[src/rtl/mem_arb_pkg.sv]
// Shared types and constants for the IF/MEM data-memory port arbiter.
package mem_arb_pkg;

  localparam int unsigned CNT_W = 4;

  typedef logic [1:0] arb_state_t;
  localparam arb_state_t IDLE  = 2'd0;
  localparam arb_state_t ISSUE = 2'd1;
  localparam arb_state_t WAIT  = 2'd2;
  localparam arb_state_t RESP  = 2'd3;

  typedef logic grant_t;
  localparam grant_t GNT_IF  = 1'b0;
  localparam grant_t GNT_MEM = 1'b1;

endpackage

[src/rtl/mem_arb_lat_cnt.sv]
// Loadable 4-bit down-counter with zero flag; decrement saturates at zero.
module mem_arb_lat_cnt
  import mem_arb_pkg::*;
#(
  parameter logic [CNT_W-1:0] RST_VAL = '0
) (
  input  logic             clk,
  input  logic             rst_n,
  input  logic             load,
  input  logic [CNT_W-1:0] load_val,
  input  logic             dec,
  output logic             zero
);

  logic [CNT_W-1:0] cnt_q, cnt_d;

  always_comb begin
    cnt_d = cnt_q;
    if (load) begin
      cnt_d = load_val;
    end else if (dec && (cnt_q != '0)) begin
      cnt_d = cnt_q - 1'b1;
    end
  end

  always_ff @(posedge clk) begin
    if (!rst_n) begin
      cnt_q <= RST_VAL;
    end else begin
      cnt_q <= cnt_d;
    end
  end

  assign zero = (cnt_q == '0);

endmodule

[src/rtl/mem_port_arbiter.sv]
// Arbitrates IF reads and MEM loads/stores onto one fixed-latency RAM port.
module mem_port_arbiter
  import mem_arb_pkg::*;
#(
  parameter int unsigned ADDR_W       = 32,
  parameter int unsigned DATA_W       = 32,
  parameter int unsigned LATENCY      = 1,
  parameter int unsigned STARVE_LIMIT = 4
) (
  input  logic              clk,
  input  logic              rst_n,
  input  logic              if_req,
  input  logic [ADDR_W-1:0] if_addr,
  output logic [DATA_W-1:0] if_rdata,
  output logic              if_ready,
  input  logic              mem_rd,
  input  logic              mem_wr,
  input  logic [ADDR_W-1:0] mem_addr,
  input  logic [DATA_W-1:0] mem_wdata,
  output logic [DATA_W-1:0] mem_rdata,
  output logic              mem_ready,
  output logic              ram_en,
  output logic              ram_we,
  output logic [ADDR_W-1:0] ram_addr,
  output logic [DATA_W-1:0] ram_wdata,
  input  logic [DATA_W-1:0] ram_rdata
);

  localparam logic [CNT_W-1:0] LAT_LOAD    = CNT_W'(LATENCY - 1);
  localparam logic [CNT_W-1:0] STARVE_LOAD = CNT_W'(STARVE_LIMIT);

  arb_state_t        state_q, state_d;
  grant_t            gnt_q, gnt_d;
  logic [DATA_W-1:0] if_rdata_q, if_rdata_d;
  logic [DATA_W-1:0] mem_rdata_q, mem_rdata_d;
  logic              if_ready_q, if_ready_d;
  logic              mem_ready_q, mem_ready_d;
  logic              ram_en_q, ram_en_d;
  logic              ram_we_q, ram_we_d;
  logic [ADDR_W-1:0] ram_addr_q, ram_addr_d;
  logic [DATA_W-1:0] ram_wdata_q, ram_wdata_d;

  logic lat_load, lat_dec, lat_zero;
  logic starve_load, starve_dec, starved;
  logic mem_req, mem_wins;

  assign mem_req  = mem_rd | mem_wr;
  assign mem_wins = mem_req & ~(starved & if_req);

  always_comb begin
    state_d     = state_q;
    gnt_d       = gnt_q;
    if_rdata_d  = if_rdata_q;
    mem_rdata_d = mem_rdata_q;
    if_ready_d  = 1'b0;
    mem_ready_d = 1'b0;
    ram_en_d    = 1'b0;
    ram_we_d    = 1'b0;
    ram_addr_d  = ram_addr_q;
    ram_wdata_d = ram_wdata_q;
    lat_load    = 1'b0;
    lat_dec     = 1'b0;
    starve_load = 1'b0;
    starve_dec  = 1'b0;

    unique case (state_q)
      IDLE: begin
        if (mem_wins) begin
          state_d     = ISSUE;
          gnt_d       = GNT_MEM;
          ram_en_d    = 1'b1;
          ram_we_d    = mem_wr;
          ram_addr_d  = mem_addr;
          ram_wdata_d = mem_wdata;
          starve_dec  = if_req;
        end else if (if_req) begin
          state_d     = ISSUE;
          gnt_d       = GNT_IF;
          ram_en_d    = 1'b1;
          ram_addr_d  = if_addr;
          ram_wdata_d = '0;
          starve_load = 1'b1;
        end
      end
      ISSUE: begin
        state_d  = WAIT;
        lat_load = 1'b1;
      end
      WAIT: begin
        if (lat_zero) begin
          state_d = RESP;
          if (gnt_q == GNT_MEM) begin
            mem_ready_d = 1'b1;
            if (!ram_we_q) begin
              mem_rdata_d = ram_rdata;
            end
          end else begin
            if_ready_d = 1'b1;
            if_rdata_d = ram_rdata;
          end
        end else begin
          lat_dec = 1'b1;
        end
      end
      RESP: begin
        state_d = IDLE;
      end
      default: begin
        state_d = IDLE;
      end
    endcase
  end

  // ram_we_q is held through WAIT so it still marks the granted access as a store.
  always_ff @(posedge clk) begin
    if (!rst_n) begin
      state_q     <= IDLE;
      gnt_q       <= GNT_IF;
      if_rdata_q  <= '0;
      mem_rdata_q <= '0;
      if_ready_q  <= 1'b0;
      mem_ready_q <= 1'b0;
      ram_en_q    <= 1'b0;
      ram_we_q    <= 1'b0;
      ram_addr_q  <= '0;
      ram_wdata_q <= '0;
    end else begin
      state_q     <= state_d;
      gnt_q       <= gnt_d;
      if_rdata_q  <= if_rdata_d;
      mem_rdata_q <= mem_rdata_d;
      if_ready_q  <= if_ready_d;
      mem_ready_q <= mem_ready_d;
      ram_en_q    <= ram_en_d;
      ram_we_q    <= (state_q == IDLE) ? ram_we_d : ram_we_q;
      ram_addr_q  <= ram_addr_d;
      ram_wdata_q <= ram_wdata_d;
    end
  end

  mem_arb_lat_cnt #(
    .RST_VAL('0)
  ) u_lat_cnt (
    .clk      (clk),
    .rst_n    (rst_n),
    .load     (lat_load),
    .load_val (LAT_LOAD),
    .dec      (lat_dec),
    .zero     (lat_zero)
  );

  // Counts down the MEM grants still allowed while IF waits; zero forces the next IF grant.
  mem_arb_lat_cnt #(
    .RST_VAL(STARVE_LOAD)
  ) u_starve_cnt (
    .clk      (clk),
    .rst_n    (rst_n),
    .load     (starve_load),
    .load_val (STARVE_LOAD),
    .dec      (starve_dec),
    .zero     (starved)
  );

  assign if_rdata  = if_rdata_q;
  assign mem_rdata = mem_rdata_q;
  assign if_ready  = if_ready_q;
  assign mem_ready = mem_ready_q;
  assign ram_en    = ram_en_q;
  assign ram_we    = ram_we_q & ram_en_q;
  assign ram_addr  = ram_addr_q;
  assign ram_wdata = ram_wdata_q;

endmodule
[config.mk]
export PLATFORM = sky130hd
export DESIGN_NAME = mem_port_arbiter
export DESIGN_NICKNAME = d
export VERILOG_FILES = /design/src/rtl/mem_arb_pkg.sv /design/src/rtl/mem_arb_lat_cnt.sv /design/src/rtl/mem_port_arbiter.sv
export SDC_FILE = /design/constraint.sdc
export NUM_CORES = 1
export LEC_CHECK = 0
export ABC_AREA = 1
export CORE_MARGIN = 1.5
export CORE_UTILIZATION = 39
export DETAILED_ROUTE_END_ITERATION = 16
export GPL_TIMING_DRIVEN = 1
export HOLD_SLACK_MARGIN = 0.15
export MAX_ROUTING_LAYER = met4
export PLACE_DENSITY_LB_ADDON = 0.08
export SETUP_SLACK_MARGIN = 0.15
export SYNTH_ARGS = -nofsm -noshare
export SYNTH_HDL_FRONTEND = slang
export SYNTH_SLANG_ARGS = --single-unit
[constraint.sdc]
create_clock -name clk -period 1.3 [get_ports clk]
set_input_delay 0.39 -clock clk [delete_from_list [all_inputs] [get_ports clk]]
set_output_delay 0.39 -clock clk [all_outputs]
set_load 0.05 [all_outputs]
==> impl_metrics.env, run 1 <==
export IMPL_setup_viol=253
export IMPL_power_mw=23.84
export IMPL_hold_ws_ns=0.4068
export IMPL_post_dp_cell_area_um2=10790
export IMPL_placedCellCount=1338
export IMPL_rr_startpoint="u_starve_cnt.cnt_q[2]"
export IMPL_initial_core_util_pct=39.61
export IMPL_start_kind="register"
export IMPL_syn_inst=881
export IMPL_core_area_um2=15770
export IMPL_grt_pass1_wl_um=35090
export IMPL_grt_max_degree=67
export IMPL_crit_type="reg -> reg"
export IMPL_finalWorstPathRequiredPeriod_ns=1.592
export IMPL_violations="negative setup slack"
export IMPL_cp_top_family="simple AND/OR/NAND/NOR gates"
export IMPL_ys_types=24
export IMPL_ys_seq_area_share_pct=45.82
export IMPL_worstSetupStartpoint="u_starve_cnt.cnt_q[2]"
export IMPL_crit_chain="nor2_4 -> nand3_4 -> buf_12 -> buf_16 -> a21boi_0 -> nor2_1 -> nor2_1"
export IMPL_die_area_um2=16790
export IMPL_htreeDepth=4
export IMPL_cts_root_buf="clkbuf_16"
export IMPL_place_gp_congestion=0.7816
export IMPL_slew_headroom_pct=74.38
export IMPL_skew_ns=0.01125
export IMPL_worstHoldStart="mem_wr"
export IMPL_antenna_found_initial=1
export IMPL_synth_area_um2=6247
export IMPL_wl_met1_um=10790
export IMPL_first_iter_violations=567
export IMPL_status="complete, but fails checks"
export IMPL_area_growth_pct=119.4
export IMPL_vias_per_cell=5.368
export IMPL_finalInstanceArea_um2=13710
export IMPL_crit_required_ns=1.66
export IMPL_highest_layer="met4"
export IMPL_overflow=0
export IMPL_die_h_um=129.6
export IMPL_fin_crit_sh_pct=122.4
export IMPL_ys_seq_elements=143
export IMPL_n_fill_cell=788
export IMPL_crit_top_cell="nor2_1"
export IMPL_dr_wl_met2_um=14500
export IMPL_first_pass_iters=5
export IMPL_setup_ws_ns=-0.2916
export IMPL_cp_num_buf_inv=2
export IMPL_routed_wl_um=29160
export IMPL_first_global_vias=6784
export IMPL_wl_met3_um=2384
export IMPL_grt_total_usage_pct=27.91
export IMPL_cts_clk_slew_worst_paths_ns=0.06
export IMPL_io_buffers=264
export IMPL_yosysWarnings=0
export IMPL_arrival_ns=1.95
export IMPL_crit_fanout=6
export IMPL_leakagePower_nw=5.587
export IMPL_synth_fp_nets=1021
export IMPL_slew_viol_final=0
export IMPL_hold_path_class="in -> reg"
export IMPL_drc_errors=0
export IMPL_p_per_area_nw_per_um2=1740
export IMPL_drive_gt1_share_pct=51.17
export IMPL_clk_latency_ns=0.43
export IMPL_drv_cap=0
export IMPL_worst_ir_drop_vdd_uv=1080
export IMPL_fin_cells=1453
export IMPL_worst_path_max_delay_cell="dfxtp_2"
export IMPL_io_pins=265
export IMPL_ant_nets=0
export IMPL_fin_util_pct=86.91
export IMPL_hold_viol=0
export IMPL_hpwl_um=14000
export IMPL_final_cell_mix="nor2_1, buf_12, clkdlybuf4s50_1"
export IMPL_cts_buffers=17
export IMPL_detail_route_wl_per_cell_um=20.07
export IMPL_fmax_mhz=628.3
export IMPL_die_w_um=129.6
export IMPL_cts_tree="done"
export IMPL_routed_via_count=7800
export IMPL_worst_slew_pin_slew_ns=0.3844
export IMPL_avgSynthCellArea_um2=7.091
export IMPL_rows=46
export IMPL_cp_slowest_stage_delay_ns=0.34
export IMPL_cp_end_kind="register"
export IMPL_clockBufferDepth=2
export IMPL_final_common_cell="nor2_1"
export IMPL_nets=1362
export IMPL_clkSinkCount=143
export IMPL_rsz0062_at_grt="yes"
## cells by family (layout without fill, tap and decap cells)
family | count (synthesis) | in the layout | share of synthesized area (%)
buffers and inverters | 119 | 472 | 8.692
flip-flops | 143 | 143 | 45.82
adder cells (fa/ha/maj) | 7 | 7 | 1.402
AND/OR/NAND/NOR | 469 | 470 | 31.24
other | 0 | 2 | 0
XOR/XNOR | 1 | 1 | 0.1402
AO/OA/AOI/OAI | 142 | 142 | 12.70
## cells in the mapped netlist (all sizes together)
master,number,area [um2]
nor2,270,1016
dfxtp,143,2863
nand2,91,344.1
nand3,75,385.4
o21ai,67,335.3
inv,53,198.9
a21oi,42,210.2
clkbuf,35,132.6
nand4,33,206.5
a21boi,32,240.2
buf,31,211.5
ha,7,87.58
o211ai,1,7.510
xnor2,1,8.760
## final timing paths
path,endpoint,slack (ns),cells past startpoint
min,ram_we_q,0.41,3
max,ram_addr[29],-0.29,7
max reg2reg,ram_addr[29],-0.29,7
min reg2reg,u_starve_cnt.cnt_q[0],0.48,2
## flip-flops by register name (all words and copies together) (netlist names)
signal	count
ram_addr	32
mem_ready	1
state_q	2
u_lat_cnt.cnt_q	4
mem_rdata	32
gnt_q	1
if_rdata	32
u_starve_cnt.cnt_q	4
ram_we_q	1
ram_en	1
ram_wdata	32
if_ready	1
## where the power goes
group | switching, mW | total (mW) | leakage (nW) | internal, mW
Sequential | 0.948 | 6.36 | 1.24 | 5.42
Clock | 2.03 | 4.96 | 0.286 | 2.93
Combinational | 6.67 | 12.5 | 4.06 | 5.86
## worst reg2reg max path: cells and delay by family (launching register included)
kind                   cells  cell delay, ns
AOI/OAI and AO/OA          1            0.26
buffers and inverters      2            0.31
DFF                        1            0.34
and+or+nand+nor            4            0.62
## layer usage
metal,vias to the layer above,global-route usage (%)
li1,3546,-
met1,3737,32.52
met2,390,45.10
met3,127,7.927
met4,0,11.63
met5,-,-
## area by class of cell
class | instances | area [um2] | share of cell area, %
Antenna cell | 2 | 5.005 | 0.03652
Clock buffer | 19 | 452.9 | 3.305
Clock inverter | 13 | 137.6 | 1.004
Inverter | 53 | 231.5 | 1.689
Multi-Input combinational cell | 620 | 3892 | 28.40
Sequential cell | 143 | 3164 | 23.09
Tap cell | 216 | 270.3 | 1.972
Timing Repair Buffer | 387 | 5552 | 40.51
## metrics by stage
| stage | setup slack [ns] | setup TNS, ns |
|---|---|---|
| finish | -0.2916 | -17.42 |
| global route | -0.3819 | -27.68 |
| CTS | -0.09778 | -7.011 |
| detailed placement | -0.5576 | -34.48 |
| global placement | -0.5038 | -33.12 |
| floorplan | 0.04522 | 0 |
## what timing repair did
| action | in CTS | in global routing |
|---|---|---|
| endpoints found under the setup margin | 272 | 274 |
| setup buffers | 23 | 36 |
| pin swaps | 23 | 59 |
| hold buffers | 0 | 0 |
| gates cloned | 13 | 9 |
| gates resized for setup | 281 | 216 |
Power figures use the tool's default switching activity.
==> run 2: changes to the inputs <==
ABC_AREA = default   (was 1)
CORE_UTILIZATION = 41   (was 39)
DONT_BUFFER_PORTS = 1   (was default)
PLACE_DENSITY_LB_ADDON = default   (was 0.08)
==> run 2 against run 1 <==
Compared with the run above: fmax is 8.3% lower; first-iteration DRC count is 23% lower; total power is 8.6% higher; critical path depth stayed put; the flow still finishes with violations (negative setup slack); combinational power is 16% higher; clock skew is 0.0014 ns lower; highest routed layer unchanged; via count is 17% lower; die area is 12% lower; largest power group unchanged; worst hold slack worse by 0.33 ns; final cell count is 21% lower; critical endpoint is now if_rdata[7]; synthesized cell count is 25% lower; design area is 12% lower.
==> impl_metrics.env, run 2 <==
export IMPL_power_mw=25.88
export IMPL_worst_path_max_delay_cell="or3b_4"
export IMPL_detail_route_wl_per_cell_um=22.45
export IMPL_worst_slew_pin_slew_ns=0.4586
export IMPL_hpwl_um=10050
export IMPL_crit_type="reg -> reg"
export IMPL_yosys_cell_count_top_type="nand2_1"
export IMPL_cp_slowest_stage_delay_ns=0.40
export IMPL_first_iter_violations=434
export IMPL_rows=43
export IMPL_first_global_vias=6497
export IMPL_die_w_um=121.5
export IMPL_place_gp_congestion=0.7892
export IMPL_async_flop_share_pct=0
export IMPL_setup_viol=161
export IMPL_io_pins=265
export IMPL_avgSynthCellArea_um2=8.730
export IMPL_cts_buffers=17
export IMPL_cp_end_kind="register"
export IMPL_cts_root_buf="clkbuf_16"
export IMPL_yosys_top_cells_count="nand2_1, dfxtp_1, o21ai_0"
export IMPL_synth_fp_nets=800
export IMPL_final_common_cell="nand2_1"
export IMPL_clockBufferDepth=2
export IMPL_finalWorstPathRequiredPeriod_ns=1.735
export IMPL_skew_ns=0.009806
export IMPL_synth_top_area_cell="dfxtp_1"
export IMPL_synth_enable_flop_cells=0
export IMPL_fin_crit_sh_pct=133.5
export IMPL_syn_inst=660
export IMPL_antenna_found_initial=0
export IMPL_place_ws_ns=-0.3983
export IMPL_leakagePower_nw=4.944
export IMPL_core_area_um2=13770
export IMPL_area_growth_pct=108.8
export IMPL_synth_top_cell_area_share_pct=49.69
export IMPL_routed_wl_um=25620
export IMPL_cp_num_buf_inv=3
export IMPL_ys_types=40
export IMPL_cts_clk_slew_worst_paths_ns=0.06
export IMPL_clk_latency_ns=0.42
export IMPL_status="complete, but fails checks"
export IMPL_initial_core_util_pct=41.83
export IMPL_nets=1089
export IMPL_worstHoldStart="rst_n"
export IMPL_drv_cap=0
export IMPL_violations="negative setup slack"
export IMPL_hold_viol=0
export IMPL_vias_per_cell=5.701
export IMPL_fmax_mhz=576.2
export IMPL_crit_fanout=5
export IMPL_die_h_um=121.5
export IMPL_n_fill_cell=586
export IMPL_final_cell_mix="nand2_1, dfxtp_2, buf_8"
export IMPL_worst_ir_drop_vdd_uv=1508
export IMPL_drive_gt1_share_pct=55.05
export IMPL_ant_nets=0
export IMPL_crit_required_ns=1.62
export IMPL_routed_via_count=6505
export IMPL_start_kind="register"
export IMPL_yosysWarnings=0
export IMPL_slew_headroom_pct=69.39
export IMPL_p_per_area_nw_per_um2=2151
export IMPL_overflow=0
export IMPL_first_pass_iters=6
export IMPL_io_buffers=0
export IMPL_grt_total_usage_pct=31.23
export IMPL_clkSinkCount=143
export IMPL_rsz0062_at_grt="yes"
export IMPL_worstSetupStartpoint="u_lat_cnt.cnt_q[0]"
export IMPL_slew_viol_final=0
export IMPL_synth_area_um2=5762
export IMPL_crit_chain="inv_2 -> ha_4 -> or3b_4 -> nor3_4 -> buf_6 -> buf_12 -> mux2i_1"
export IMPL_grt_max_degree=208
export IMPL_cp_top_family="simple AND/OR/NAND/NOR gates"
export IMPL_rr_startpoint="u_lat_cnt.cnt_q[0]"
export IMPL_htreeDepth=4
export IMPL_yosys_top_cells_area="dfxtp_1, mux2i_1, nand2_1"
export IMPL_hold_path_class="in -> reg"
export IMPL_arrival_ns=2.06
export IMPL_synth_ff_type="dfxtp_1"
export IMPL_cts_tree="done"
export IMPL_ys_seq_elements=143
export IMPL_setup_ws_ns=-0.4354
export IMPL_diodes=0
export IMPL_grt_pass1_wl_um=34170
export IMPL_drc_errors=0
export IMPL_ys_seq_area_share_pct=49.69
export IMPL_die_area_um2=14770
## run 2: cell types whose count changed in the layout (fill, tap and decap cells not counted), sizes merged, moves of 37 or more
| cell | delta |
|---|---|
| nor2 | -268 |
| clkdlybuf4s50 | -128 |
| dlygate4sd3 | +94 |
| nand2 | +75 |
| mux2i | +65 |
| inv | -47 |
| nand3 | -39 |
| a21oi | -37 |
## run 2: cell type report
cell class / count / area, um2 / share of cell area, %
tap: 180 / 225.2 / 1.872
clock buffer: 21 / 470.5 / 3.910
inverter: 7 / 33.78 / 0.2808
multi-input combinational: 450 / 3516 / 29.22
timing repair buffer: 330 / 4614 / 38.35
sequential: 143 / 3037 / 25.24
clock inverter: 10 / 135.1 / 1.123
## run 2: worst paths after layout
check	slack, ns	depth (start not counted)	end
max reg2reg	-0.44	7	if_rdata[7]
min reg2reg	0.48	2	if_rdata[11]
min	0.08	2	ram_addr[31]
max	-0.44	7	if_rdata[7]
## run 2: cell families after synthesis
family          synth area share (%)
compound gates                 14.46
xor+xnor                      0.1520
fa+ha+maj                      1.520
buf+inv                        5.060
flops                          49.69
mux                            11.29
simple gates                   17.83
## run 2: repair_timing
| item | 4_1_cts | 5_1_grt |
|---|---|---|
| resized for setup | 522 | 102 |
| buffers inserted | 42 | 11 |
| hold buffers | 71 | 23 |
| setup endpoints to repair | 273 | 275 |
| hold endpoints to repair | 123 | 52 |
| cloned | 26 | 0 |
| pin swaps | 42 | 48 |
## run 2: through the flow
stage | hold slack [ns] | instance area, um2 | util [%] | std cells | setup TNS, ns
after floorplan | 0.4386 | 6065 | - | 660 | -20.42
after global placement | 0.4449 | 7108 | 51.61 | 938 | -21.83
after detailed placement | 0.4536 | 7108 | 51.61 | 938 | -27.78
after CTS | 0.05631 | 11170 | 81.07 | 1107 | -35.80
after global routing | 0.07818 | 12030 | 87.35 | 1141 | -51.03
final | 0.07920 | 12030 | 87.35 | 1141 | -42.54
## run 2: report_power, final
part           internal, mW  switching, mW
clock network          3.16           1.94
logic                  7.02           7.51
registers              5.52          0.739
total                  15.7           10.2
## run 2: metal layers
metal	up-vias	global-route usage, %	wire length, um
met5	-	-	0
met2	343	56.07	13890
met4	0	13.97	994
met1	3173	32.60	9184
li1	2900	-	-
met3	89	7.116	1547
